==> src/rtl/lcd_pkg.sv <==
// Shared types and constants for the LCD stream controller: FSM states,
// the queued command/data entry and the HD44780 commands that need a long wait.
package lcd_pkg;

  typedef enum logic [1:0] {
    IDLE  = 2'd0,
    SETUP = 2'd1,
    PULSE = 2'd2,
    WAIT  = 2'd3
  } lcd_state_t;

  typedef struct packed {
    logic       rs;
    logic [7:0] value;
  } lcd_entry_t;

  localparam logic [7:0] LCD_CMD_CLEAR    = 8'h01;
  localparam logic [7:0] LCD_CMD_HOME     = 8'h02;
  localparam logic [7:0] LCD_CMD_HOME_ALT = 8'h03;

  // Clear and both home encodings take milliseconds inside the panel controller.
  function automatic logic is_long_cmd(input lcd_entry_t ent);
    return !ent.rs && ((ent.value == LCD_CMD_CLEAR) ||
                       (ent.value == LCD_CMD_HOME)  ||
                       (ent.value == LCD_CMD_HOME_ALT));
  endfunction

endpackage

==> src/rtl/lcd_stream_controller_if.sv <==
// Write-side valid/ready channel carrying one command or data byte per transfer.
interface lcd_stream_controller_if;

  logic       wr_valid;
  logic       wr_ready;
  logic       wr_rs;
  logic [7:0] wr_byte;

  modport master (
    output wr_valid,
    output wr_rs,
    output wr_byte,
    input  wr_ready
  );

  modport slave (
    input  wr_valid,
    input  wr_rs,
    input  wr_byte,
    output wr_ready
  );

endinterface

==> src/rtl/lcd_cmd_fifo.sv <==
// Show-ahead synchronous FIFO of command/data entries with exact occupancy count.
module lcd_cmd_fifo
  import lcd_pkg::*;
#(
  parameter int DEPTH = 16
) (
  input  logic                     clk,
  input  logic                     rst,
  input  logic                     push,
  input  lcd_entry_t               push_data,
  input  logic                     pop,
  output lcd_entry_t               pop_data,
  output logic                     full,
  output logic                     empty,
  output logic [$clog2(DEPTH):0]   level
);

  localparam int AW = $clog2(DEPTH);
  localparam logic [AW-1:0] PTR_ONE    = AW'(1);
  localparam logic [AW:0]   LEVEL_ONE  = (AW+1)'(1);
  localparam logic [AW:0]   LEVEL_FULL = (AW+1)'(DEPTH);

  lcd_entry_t        mem [DEPTH];
  logic [AW-1:0]     wr_ptr_reg;
  logic [AW-1:0]     rd_ptr_reg;
  logic [AW:0]       level_reg;
  logic              push_ok;
  logic              pop_ok;

  assign full     = (level_reg == LEVEL_FULL);
  assign empty    = (level_reg == '0);
  assign level    = level_reg;
  assign pop_data = mem[rd_ptr_reg];

  // A push while full is dropped even if a pop frees a slot in the same cycle.
  assign push_ok = push && !full && !rst;
  assign pop_ok  = pop && !empty && !rst;

  always_ff @(posedge clk) begin
    if (rst) begin
      wr_ptr_reg <= '0;
      rd_ptr_reg <= '0;
      level_reg  <= '0;
    end else begin
      if (push_ok) wr_ptr_reg <= wr_ptr_reg + PTR_ONE;
      if (pop_ok)  rd_ptr_reg <= rd_ptr_reg + PTR_ONE;
      case ({push_ok, pop_ok})
        2'b10:   level_reg <= level_reg + LEVEL_ONE;
        2'b01:   level_reg <= level_reg - LEVEL_ONE;
        default: level_reg <= level_reg;
      endcase
    end
  end

  generate
    for (genvar gi = 0; gi < DEPTH; gi++) begin : g_slot
      always_ff @(posedge clk) begin
        if (push_ok && (wr_ptr_reg == AW'(gi))) mem[gi] <= push_data;
      end
    end
  endgenerate

endmodule

==> src/rtl/lcd_stream_controller.sv <==
// Buffers HD44780 command/data writes and replays them on the panel bus with
// programmable setup, enable-pulse and post-write wait timing (8- or 4-bit bus).
module lcd_stream_controller
  import lcd_pkg::*;
#(
  parameter int FIFO_DEPTH     = 16,
  parameter int BUS_4BIT       = 0,
  parameter int SETUP_CYC      = 4,
  parameter int E_PULSE_CYC    = 23,
  parameter int CMD_WAIT_CYC   = 2000,
  parameter int CLEAR_WAIT_CYC = 82000
) (
  input  logic                          clk,
  input  logic                          rst,
  lcd_stream_controller_if.slave        wr,
  output logic [7:0]                    data,
  output logic                          rs,
  output logic                          rw,
  output logic                          e,
  output logic                          busy,
  output logic [$clog2(FIFO_DEPTH):0]   fifo_level
);

  localparam int  CLEAR_EFF   = (CLEAR_WAIT_CYC >= 1) ? CLEAR_WAIT_CYC : 1;
  localparam int  MAX_WAIT    = (CLEAR_EFF > CMD_WAIT_CYC) ? CLEAR_EFF : CMD_WAIT_CYC;
  localparam int  MAX_STROBE  = (E_PULSE_CYC > SETUP_CYC) ? E_PULSE_CYC : SETUP_CYC;
  localparam int  MAX_CYC     = (MAX_WAIT > MAX_STROBE) ? MAX_WAIT : MAX_STROBE;
  localparam int  CNT_W       = $clog2(MAX_CYC) + 1;
  localparam bit  NIBBLE_MODE = (BUS_4BIT != 0);

  // Counters are loaded with N-1 and the phase ends on the cycle they read zero.
  localparam logic [CNT_W-1:0] SETUP_LOAD = CNT_W'(SETUP_CYC - 1);
  localparam logic [CNT_W-1:0] PULSE_LOAD = CNT_W'(E_PULSE_CYC - 1);
  localparam logic [CNT_W-1:0] CMD_LOAD   = CNT_W'(CMD_WAIT_CYC - 1);
  localparam logic [CNT_W-1:0] CLEAR_LOAD = CNT_W'(CLEAR_EFF - 1);
  localparam logic [CNT_W-1:0] CNT_ONE    = CNT_W'(1);

  lcd_state_t        state_reg;
  logic [CNT_W-1:0]  cnt_reg;
  lcd_entry_t        entry_reg;
  logic              nibble_lo_reg;
  logic [7:0]        data_reg;
  logic              rs_reg;
  logic              e_reg;

  lcd_entry_t        head;
  logic              fifo_full;
  logic              fifo_empty;
  logic              push;
  logic              pop;

  assign wr.wr_ready = !fifo_full && !rst;
  assign push        = wr.wr_valid && wr.wr_ready;
  assign pop         = (state_reg == IDLE) && !fifo_empty && !rst;

  lcd_cmd_fifo #(
    .DEPTH (FIFO_DEPTH)
  ) u_fifo (
    .clk       (clk),
    .rst       (rst),
    .push      (push),
    .push_data ('{rs: wr.wr_rs, value: wr.wr_byte}),
    .pop       (pop),
    .pop_data  (head),
    .full      (fifo_full),
    .empty     (fifo_empty),
    .level     (fifo_level)
  );

  always_ff @(posedge clk) begin
    if (rst) begin
      state_reg     <= IDLE;
      cnt_reg       <= '0;
      entry_reg     <= '0;
      nibble_lo_reg <= 1'b0;
      data_reg      <= 8'h00;
      rs_reg        <= 1'b0;
      e_reg         <= 1'b0;
    end else begin
      case (state_reg)
        IDLE: begin
          if (!fifo_empty) begin
            entry_reg     <= head;
            rs_reg        <= head.rs;
            data_reg      <= NIBBLE_MODE ? {head.value[7:4], 4'h0} : head.value;
            nibble_lo_reg <= 1'b0;
            cnt_reg       <= SETUP_LOAD;
            state_reg     <= SETUP;
          end
        end
        SETUP: begin
          if (cnt_reg == '0) begin
            e_reg     <= 1'b1;
            cnt_reg   <= PULSE_LOAD;
            state_reg <= PULSE;
          end else begin
            cnt_reg <= cnt_reg - CNT_ONE;
          end
        end
        PULSE: begin
          if (cnt_reg == '0) begin
            e_reg     <= 1'b0;
            state_reg <= WAIT;
            // The long clear/home wait only follows the final (or only) transfer.
            if (NIBBLE_MODE && !nibble_lo_reg)  cnt_reg <= CMD_LOAD;
            else if (is_long_cmd(entry_reg))    cnt_reg <= CLEAR_LOAD;
            else                                cnt_reg <= CMD_LOAD;
          end else begin
            cnt_reg <= cnt_reg - CNT_ONE;
          end
        end
        WAIT: begin
          if (cnt_reg == '0) begin
            if (NIBBLE_MODE && !nibble_lo_reg) begin
              data_reg      <= {entry_reg.value[3:0], 4'h0};
              nibble_lo_reg <= 1'b1;
              cnt_reg       <= SETUP_LOAD;
              state_reg     <= SETUP;
            end else begin
              state_reg <= IDLE;
            end
          end else begin
            cnt_reg <= cnt_reg - CNT_ONE;
          end
        end
        default: state_reg <= IDLE;
      endcase
    end
  end

  assign data = data_reg;
  assign rs   = rs_reg;
  assign rw   = 1'b0;
  assign e    = e_reg;
  assign busy = (state_reg != IDLE) || !fifo_empty;

endmodule

==> src/flat_wrapper.sv <==
// flat-port wrapper written by rule: the top's interface ports become plain ports
module lcd_stream_controller_flat import lcd_pkg::*;
#(
  parameter int FIFO_DEPTH     = 16,
  parameter int BUS_4BIT       = 0,
  parameter int SETUP_CYC      = 4,
  parameter int E_PULSE_CYC    = 23,
  parameter int CMD_WAIT_CYC   = 2000,
  parameter int CLEAR_WAIT_CYC = 82000
)
  (clk, rst, data, rs, rw, e, busy, fifo_level, wr_wr_valid, wr_wr_rs, wr_wr_byte, wr_wr_ready);
  lcd_stream_controller_if wr_i ();
  input  logic clk;
  input  logic rst;
  output logic [7:0] data;
  output logic rs;
  output logic rw;
  output logic e;
  output logic busy;
  output logic [$clog2(FIFO_DEPTH):0] fifo_level;
  input wire logic [$bits(wr_i.wr_valid)-1:0] wr_wr_valid;
  input wire logic [$bits(wr_i.wr_rs)-1:0] wr_wr_rs;
  input wire logic [$bits(wr_i.wr_byte)-1:0] wr_wr_byte;
  output wire logic [$bits(wr_i.wr_ready)-1:0] wr_wr_ready;
  assign wr_i.wr_valid = wr_wr_valid;
  assign wr_i.wr_rs = wr_wr_rs;
  assign wr_i.wr_byte = wr_wr_byte;
  assign wr_wr_ready = wr_i.wr_ready;
  lcd_stream_controller #(.FIFO_DEPTH(FIFO_DEPTH), .BUS_4BIT(BUS_4BIT), .SETUP_CYC(SETUP_CYC), .E_PULSE_CYC(E_PULSE_CYC), .CMD_WAIT_CYC(CMD_WAIT_CYC), .CLEAR_WAIT_CYC(CLEAR_WAIT_CYC)) u_core (.clk(clk), .rst(rst), .wr(wr_i), .data(data), .rs(rs), .rw(rw), .e(e), .busy(busy), .fifo_level(fifo_level));
endmodule
==> config.mk <==
export PLATFORM = sky130hd
export DESIGN_NAME = lcd_stream_controller_flat
export DESIGN_NICKNAME = d
export VERILOG_FILES = /design/src/rtl/lcd_pkg.sv /design/src/rtl/lcd_stream_controller_if.sv /design/src/rtl/lcd_cmd_fifo.sv /design/src/rtl/lcd_stream_controller.sv /design/src/flat_wrapper.sv
export SDC_FILE = /design/constraint.sdc
export NUM_CORES = 1
export LEC_CHECK = 0
export BUFFER_PORTS_ARGS = -buffer_cell sky130_fd_sc_hd__clkbuf_2
export CAP_MARGIN = 20
export CORE_ASPECT_RATIO = 0.9
export CORE_MARGIN = 8
export CORE_UTILIZATION = 38
export DETAILED_ROUTE_END_ITERATION = 16
export GPL_TIMING_DRIVEN = 1
export HOLD_SLACK_MARGIN = 0.05
export PLACE_DENSITY = 0.55
export SETUP_SLACK_MARGIN = 0.5
export SYNTH_ARGS = -nofsm -noshare
export SYNTH_HDL_FRONTEND = slang
export SYNTH_SLANG_ARGS = --single-unit
export TNS_END_PERCENT = 10
==> constraint.sdc <==
create_clock -name clk -period 6.32 [get_ports clk]
set_clock_uncertainty 0.1 [all_clocks]
set_input_delay 0.632 -clock clk [delete_from_list [all_inputs] [get_ports clk]]
set_output_delay 0.632 -clock clk [all_outputs]
set_load 0.005 [all_outputs]
Word level (Yosys, flattened, before mapping)
Memories as Yosys holds them, arrays and structs flattened. A register that Yosys moved wholly into a read port is not among the register bits.
Cells that the tools add are included.
{"block": "op_classes", "n_addsub": 5, "n_mul": 0, "div": 0, "n_lt_le_gt_ge": 0, "eq_ne": 29, "shifts": 0, "n_mux": 92, "n_bitwise": 1, "reduce_logical": 58}
{"cell": "9-bit two-way mux", "n": 15}
{"cell": "9-bit OR reduction", "n": 15}
{"cell": "18-bit two-way mux", "n": 4}
{"cell": "18-bit case mux with 4 select lines", "n": 1}
{"cell": "4-bit two-way mux", "n": 15}
{"cell": "1-bit two-way mux", "n": 49}
{"cell": "4-bit == test, second input constant", "n": 8}
{"cell": "1-bit logical AND", "n": 25}
{"cell": "18-bit logical NOT", "n": 1}
{"cell": "18-bit by 1-bit subtractor with 18-bit output, second input constant", "n": 1}
{"cell": "17-bit two-way mux", "n": 1}
{"cell": "4-bit by 3-bit == test with 1-bit output, second input constant", "n": 4}
{"cell": "8-bit by 2-bit == test with 1-bit output, second input constant", "n": 2}
{"cell": "5-bit case mux with 2 select lines", "n": 1}
{"cell": "4-bit by 1-bit adder with 4-bit output, second input constant", "n": 2}
{"cell": "4-bit by 2-bit == test with 1-bit output, second input constant", "n": 2}
{"cell": "8-bit by 1-bit == test with 1-bit output, second input constant", "n": 1}
{"cell": "2-bit two-way mux", "n": 4}
{"cell": "2-bit case mux with 4 select lines", "n": 1}
{"cell": "2-bit == test, second input constant", "n": 3}
{"cell": "2-bit by 1-bit inequality test with 1-bit output, second input constant", "n": 3}
{"cell": "2-bit nonzero test", "n": 3}
{"cell": "5-bit by 1-bit adder with 5-bit output, second input constant", "n": 1}
{"cell": "5-bit == test, second input constant", "n": 1}
{"cell": "other kinds (14)", "n": 22}
{"block": "word_totals", "ff_bits": 34, "latch_bits": 0, "ramBits": 144, "mem_bits_ro": 0, "input_bits": 12, "out_inout_bits": 18, "word_cells": 192, "n_memories": 1}
{"name": "u_core.u_fifo.mem", "words": 16, "word_bits": 9, "read_ports": 1, "rd_ports_with_merged_regs": 1, "wr": 1, "line": "lcd_cmd_fifo.sv:23", "text": "lcd_entry_t mem [DEPTH];"}

Logic depth before layout (Yosys ltp)
{"block": "logic_depth", "word_depth": 25, "mapped_depth": 13, "ltp_nobuf": 12}

Hierarchy
Synthesis repeated with hierarchy kept, for this count alone.
{"block": "hier_totals", "hier_cells": 564, "area_unflattened_um2": 8197.9}
{"mod": "lcd_cmd_fifo", "n_inst": 1, "cells_each": 351, "area_each_um2": 6541.3, "seq_area_each_um2": 4664.5}
{"mod": "lcd_stream_controller", "n_inst": 1, "cells_each": 213, "area_each_um2": 1656.6, "seq_area_each_um2": 600.6}

Worst setup path before layout
OpenSTA, ideal clock, no wires.
{"block": "synth_timing", "path_kind": "reg2reg", "start": "register u_core.u_fifo.level_reg[0] (netlist: u_core.u_fifo.level[0])", "end": "register u_core.u_fifo.level_reg[4] (netlist: u_core.u_fifo.level[4])", "setup_time_ns": 0.070, "t_arrival_ns": 2.927, "required_ns": 6.150, "path_slack_ns": 3.222, "path_stages_with_launch": 12, "n_path_buf": 1, "synth_period_minus_slack_ns": 3.098, "cell_sequence": "dfxtp_1 or4_1 o21ai_0 clkbuf_1 nor2_1 ha_1 ha_1 nor2b_1 o21ai_0 a21oi_1 or4_1 a21oi_1"}
{"block": "synth_via", "elab_chain_len": 8, "word_cells_on_any_way": 18, "cone_classes": "add/sub (2); eq/ne (3); mux (1); reduce/logical (12)"}
{"item": "start, declared", "line": "lcd_cmd_fifo.sv:26", "text": "logic [AW:0] level_reg;"}
{"item": "start signal, assigned", "line": "lcd_cmd_fifo.sv:48", "text": "2'b10: level_reg <= level_reg + LEVEL_ONE;"}
{"item": "start signal, assigned", "line": "lcd_cmd_fifo.sv:49", "text": "2'b01: level_reg <= level_reg - LEVEL_ONE;"}
{"item": "start signal, assigned", "line": "lcd_cmd_fifo.sv:50", "text": "default: level_reg <= level_reg;"}
{"item": "5-bit logical NOT (*)", "line": "lcd_cmd_fifo.sv:31", "text": "assign empty = (level_reg == '0);"}
{"item": "1-bit logical NOT (*)", "line": "lcd_cmd_fifo.sv:37, lcd_stream_controller.sv:54"}
{"item": "1-bit logical AND (2 in series)", "line": "lcd_stream_controller.sv:54", "text": "assign pop = (state_reg == IDLE) && !fifo_empty && !rst;"}
{"item": "1-bit logical AND (*) (2 in series)", "line": "lcd_cmd_fifo.sv:37", "text": "assign pop_ok = pop && !empty && !rst;"}
{"item": "net u_core.u_fifo.pop_ok", "line": "lcd_cmd_fifo.sv:28", "text": "logic pop_ok;"}
{"item": "2-bit by 1-bit == test with 1-bit output or 2-bit == test (tied branches)", "line": "lcd_cmd_fifo.sv:47", "text": "case ({push_ok, pop_ok})"}
{"item": "5-bit case mux with 2 select lines or 2-bit nonzero test (tied branches)"}
Mark *: on every way through the listed nets, which the timed path passes. The rest lies on a longest branch.
A chain may end at the register's enable or synchronous reset.

Final worst setup path
{"block": "layout_timing", "start": "register u_core.u_fifo.level_reg[0] (netlist: u_core.u_fifo.level[0])", "end": "register u_core.u_fifo.level_reg[4] (netlist: u_core.u_fifo.level[4])"}
{"block": "layout_via", "elab_chain_len": 8, "word_cells_on_any_way": 18, "cone_classes": "add/sub (2); eq/ne (3); mux (1); reduce/logical (12)"}
{"item": "5-bit == test or 5-bit logical NOT (tied branches)", "line": "lcd_cmd_fifo.sv:30, lcd_cmd_fifo.sv:31"}
{"item": "1-bit logical NOT, on equally long branches"}
{"item": "1-bit logical AND, on equally long branches", "line": "lcd_stream_controller.sv:52, lcd_stream_controller.sv:54"}
{"item": "1-bit logical AND, on equally long branches", "line": "lcd_stream_controller.sv:53, lcd_stream_controller.sv:54"}
{"item": "1-bit logical AND, on equally long branches (2 in series)", "line": "lcd_cmd_fifo.sv:36, lcd_cmd_fifo.sv:37"}
{"item": "2-bit by 1-bit == test with 1-bit output or 2-bit == test (tied branches)", "line": "lcd_cmd_fifo.sv:47"}
{"item": "5-bit case mux with 2 select lines or 2-bit nonzero test (tied branches)"}
Several ways; a longest one is shown, not always the timed one.

==> metrics <==
post-DP HPWL=around 11,000 um; VDD IR-drop max=0.164 mV; CTS Buffer Depth=2; Setup Fix Bufs, Post-CTS=0; post-layout min period=3.31 ns; Clock transition at path regs=roughly 0.070 ns; Routed WL=about 17,000 um; CTS tree=built; post-synthesis cell count=519; Syn Area/Cell=~15 sq um; CTS buffer count=17; Max Slew Vio Count=0; FMAX=302 MHz; Reg-to-Reg Start=u_core.u_fifo.level[0]$_SDFFE_PP0P_; Chip Height=153 um; Max-Cap Viols=0; RSZ-0062 raised after global routing=no; Net Count, Synth=547; Routed wire per std cell=about 21 um; synthesis-to-finish area growth=12.9%; WHS Path Cells=2; Post-layout nets=580; grt met3 use=under 10%; R2R depth=12; critical path arrival=3.54 ns; CP bufs+invs=3; period utilization=52.3%; largest net degree at the start of global routing=42; P_int=approximately 2500 uW; FF+latch count, synth=187; Hold Violations, Final=0; Slew headroom=28.7%; CTS sink count=187; crit path capture type=register; initial antenna violation count=0; worst hold path type=reg2reg; Largest register FFs=between 100 and 150; Yosys warnings=0; outcome=complete, no violations; HP Start=u_core.u_fifo.rd_ptr_reg[1]$_SDFFE_PP0P_; M1 GR Usage=about a fifth; Post-synth top cells=edfxtp_1 (144), mux4_2 (45), dfxtp_1 (43); asr flop ratio synth=0%; worst slew pin tran=approximately 1.1 ns; # diodes=0; share of the synthesized area in the top cell type=54.4%; initial core utilization=38.5%; Die ar.=25,800 sq um; vias in the first global route=~4,600; Psw=1390 uW; switching share of power=35.9%; CP most frequent cell=inv_1; mapped cell area=7960 sq um; Setup crit start kind=register; Synth area leaders=edfxtp_1 (54%), mux4_2 (13%), dfxtp_1 (11%); WHS Endpoint=u_core.u_fifo.rd_ptr_reg[1]$_SDFFE_PP0P_; Sequential Power Share=38.7%; Top delay family on crit path=simple AND/OR/NAND/NOR gates; remaining antenna violation count=0; Post-DP Area=8350 sq um; RR Endpoint=u_core.u_fifo.level[4]$_SDFFE_PP0P_; count leader, synth=edfxtp_1; kind of critical path=reg2reg; FF+latch area=5190 sq um; Vias=4,602; gr ovfl total=0; layout cells sized above 1=between 20% and 30%; clock share of power=27.1%; TritonRoute pass-1 iters=5; routability cong.=just over 0.8; ys flop type=edfxtp_1; Clk Tree Root Cell=clkbuf_16; sequential fraction of the synthesis area=65.2%; post-synth cell types=59; Critical-path top delay cell=nor4_1; Hold-fix buffers, CTS=0; area of the multi-input gates=~2600 sq um; H-tree levels=4; Worst R2R Setup Slack=3.01 ns; DRT iter0 DRCs=412; setup TNS=0 ns; Logic pwr share=approximately 34%; CP max FO=9; DR DRC count=0; core area=around 21,000 sq um; row count=50; worst skew pair latency=0.43 ns; met2 Resource Use GR=21.7%; Fillers=approximately 1,800; first-pass GRT wire length=27,100 um; Worst EP required=6.56 ns; final setup fails=0; # resized after CTS=0; largest area contributor in the netlist=edfxtp_1; worst path cell trace=nor4_1, a211oi_1, buf_4, inv_1, ha_1, inv_1, fa_1, nor2b_1, o21ai_0, and3_1, or4_1, a21oi_1; slowest stage delay, CP=0.56 ns; PortBufs=28; leak pwr=0.00295 uW; Post-synth EDFFs=approximately 140; busiest layer in global routing=met2; GRT Resource Usage Total=13.8%; PwrDens=between 400 and 500 nW/um^2; Die Wd=about 170 um; Via density=5.58; fin area=8980 sq um; IO Pins=30
[placed cells by master, fill, tap and decap left out, types with 5 or more instances in the layout]
| cell type | Yosys | routed |
|---|---|---|
| ha_1 | 15 | 15 |
| a31oi_1 | 8 | 8 |
| nor3_1 | 10 | 10 |
| clkbuf_2 | 0 | 28 |
| inv_1 | 17 | 17 |
| o21ai_0 | 12 | 12 |
| buf_4 | 1 | 7 |
| inv_6 | 0 | 5 |
| clkbuf_16 | 0 | 17 |
| nor2_1 | 33 | 33 |
| a311oi_1 | 5 | 5 |
| mux4_2 | 45 | 45 |
| dfxtp_1 | 43 | 42 |
| o31ai_1 | 7 | 7 |
| xor2_1 | 7 | 7 |
| nand3_1 | 7 | 7 |
| or4_1 | 9 | 9 |
| a21oi_1 | 27 | 27 |
| nand2_1 | 40 | 40 |
| edfxtp_1 | 144 | 144 |
[routing by layer]
metal / wire length, um / part of all wire (%) / vias to the layer above
met5: 0 / 0 / -
met4: 184 / 1.1 / 0
met2: 8070 / 47 / 128
li1: - / - / 2111
met1: 8100 / 47 / 2347
met3: 871 / 5.1 / 16
[how the worst max path moves through the flow]
stage / start / end / slack [ns] / cells after the start
2_1_floorplan: u_core.u_fifo.level[0]$_SDFFE_PP0P_ / u_core.u_fifo.level[4]$_SDFFE_PP0P_ / 3.22 / 11
3_3_place_gp: u_core.u_fifo.level[0]$_SDFFE_PP0P_ / u_core.u_fifo.level[4]$_SDFFE_PP0P_ / 2.70 / 10
3_5_place_dp: u_core.u_fifo.level[0]$_SDFFE_PP0P_ / u_core.u_fifo.level[4]$_SDFFE_PP0P_ / 2.59 / 10
4_1_cts: u_core.u_fifo.level[0]$_SDFFE_PP0P_ / u_core.u_fifo.level[4]$_SDFFE_PP0P_ / 2.56 / 10
5_1_grt: u_core.u_fifo.level[0]$_SDFFE_PP0P_ / u_core.u_fifo.level[4]$_SDFFE_PP0P_ / 2.69 / 12
6_report: u_core.u_fifo.level[0]$_SDFFE_PP0P_ / u_core.u_fifo.level[4]$_SDFFE_PP0P_ / 3.01 / 12
[metrics by stage]
stage | total power, uW | instances | hold WS, ns | util [%] | setup slack (ns)
floorplan | 2530 | 519 | 0.339 | - | 3.22
global placement | 2820 | 788 | 0.359 | 40.5 | 2.70
detailed placement | 2850 | 788 | 0.353 | 40.5 | 2.59
CTS | 3900 | 820 | 0.365 | 43.3 | 2.56
global route | 4100 | 825 | 0.390 | 43.5 | 2.69
finish | 3880 | 825 | 0.367 | 43.5 | 3.01
[cell families (layout without fill, tap and decap cells)]
family          after synthesis  after routing  synth area share [%]
xor+xnor                     10             10                  1.10
fa+ha+maj                    16             16                  2.61
mux                          46             46                  12.9
compound gates               87             87                  7.66
flops                       187            187                  65.2
simple gates                129            129                  8.21
other cells                   1              1                0.0471
buf+inv                      43             89                  2.33
[layout make-up]
type,instances,area share (%)
well taps,260,3.62
inverters,17,0.710
clock buffers,17,4.74
multi-input cells,289,28.8
repair buffers,40,2.70
clock inverters,15,1.71
flip-flops and latches,187,57.7
[tightest hold or removal path: stages (launching register included)]
cell and delay [ns]:
dfxtp_1 0.32, nand2_1 0.05, a21oi_1 0.05
[power by group through the flow]
| stage | combinational (uW) | clock [uW] | sequential (uW) |
|---|---|---|---|
| global placement | 1300 | 0 | 1520 |
| global route | 1470 | 1110 | 1520 |
| finish | 1330 | 1050 | 1500 |
| CTS | 1330 | 1070 | 1500 |
| floorplan | 1020 | 0 | 1510 |
| detailed placement | 1320 | 0 | 1530 |
Power figures use the tool's default switching activity.
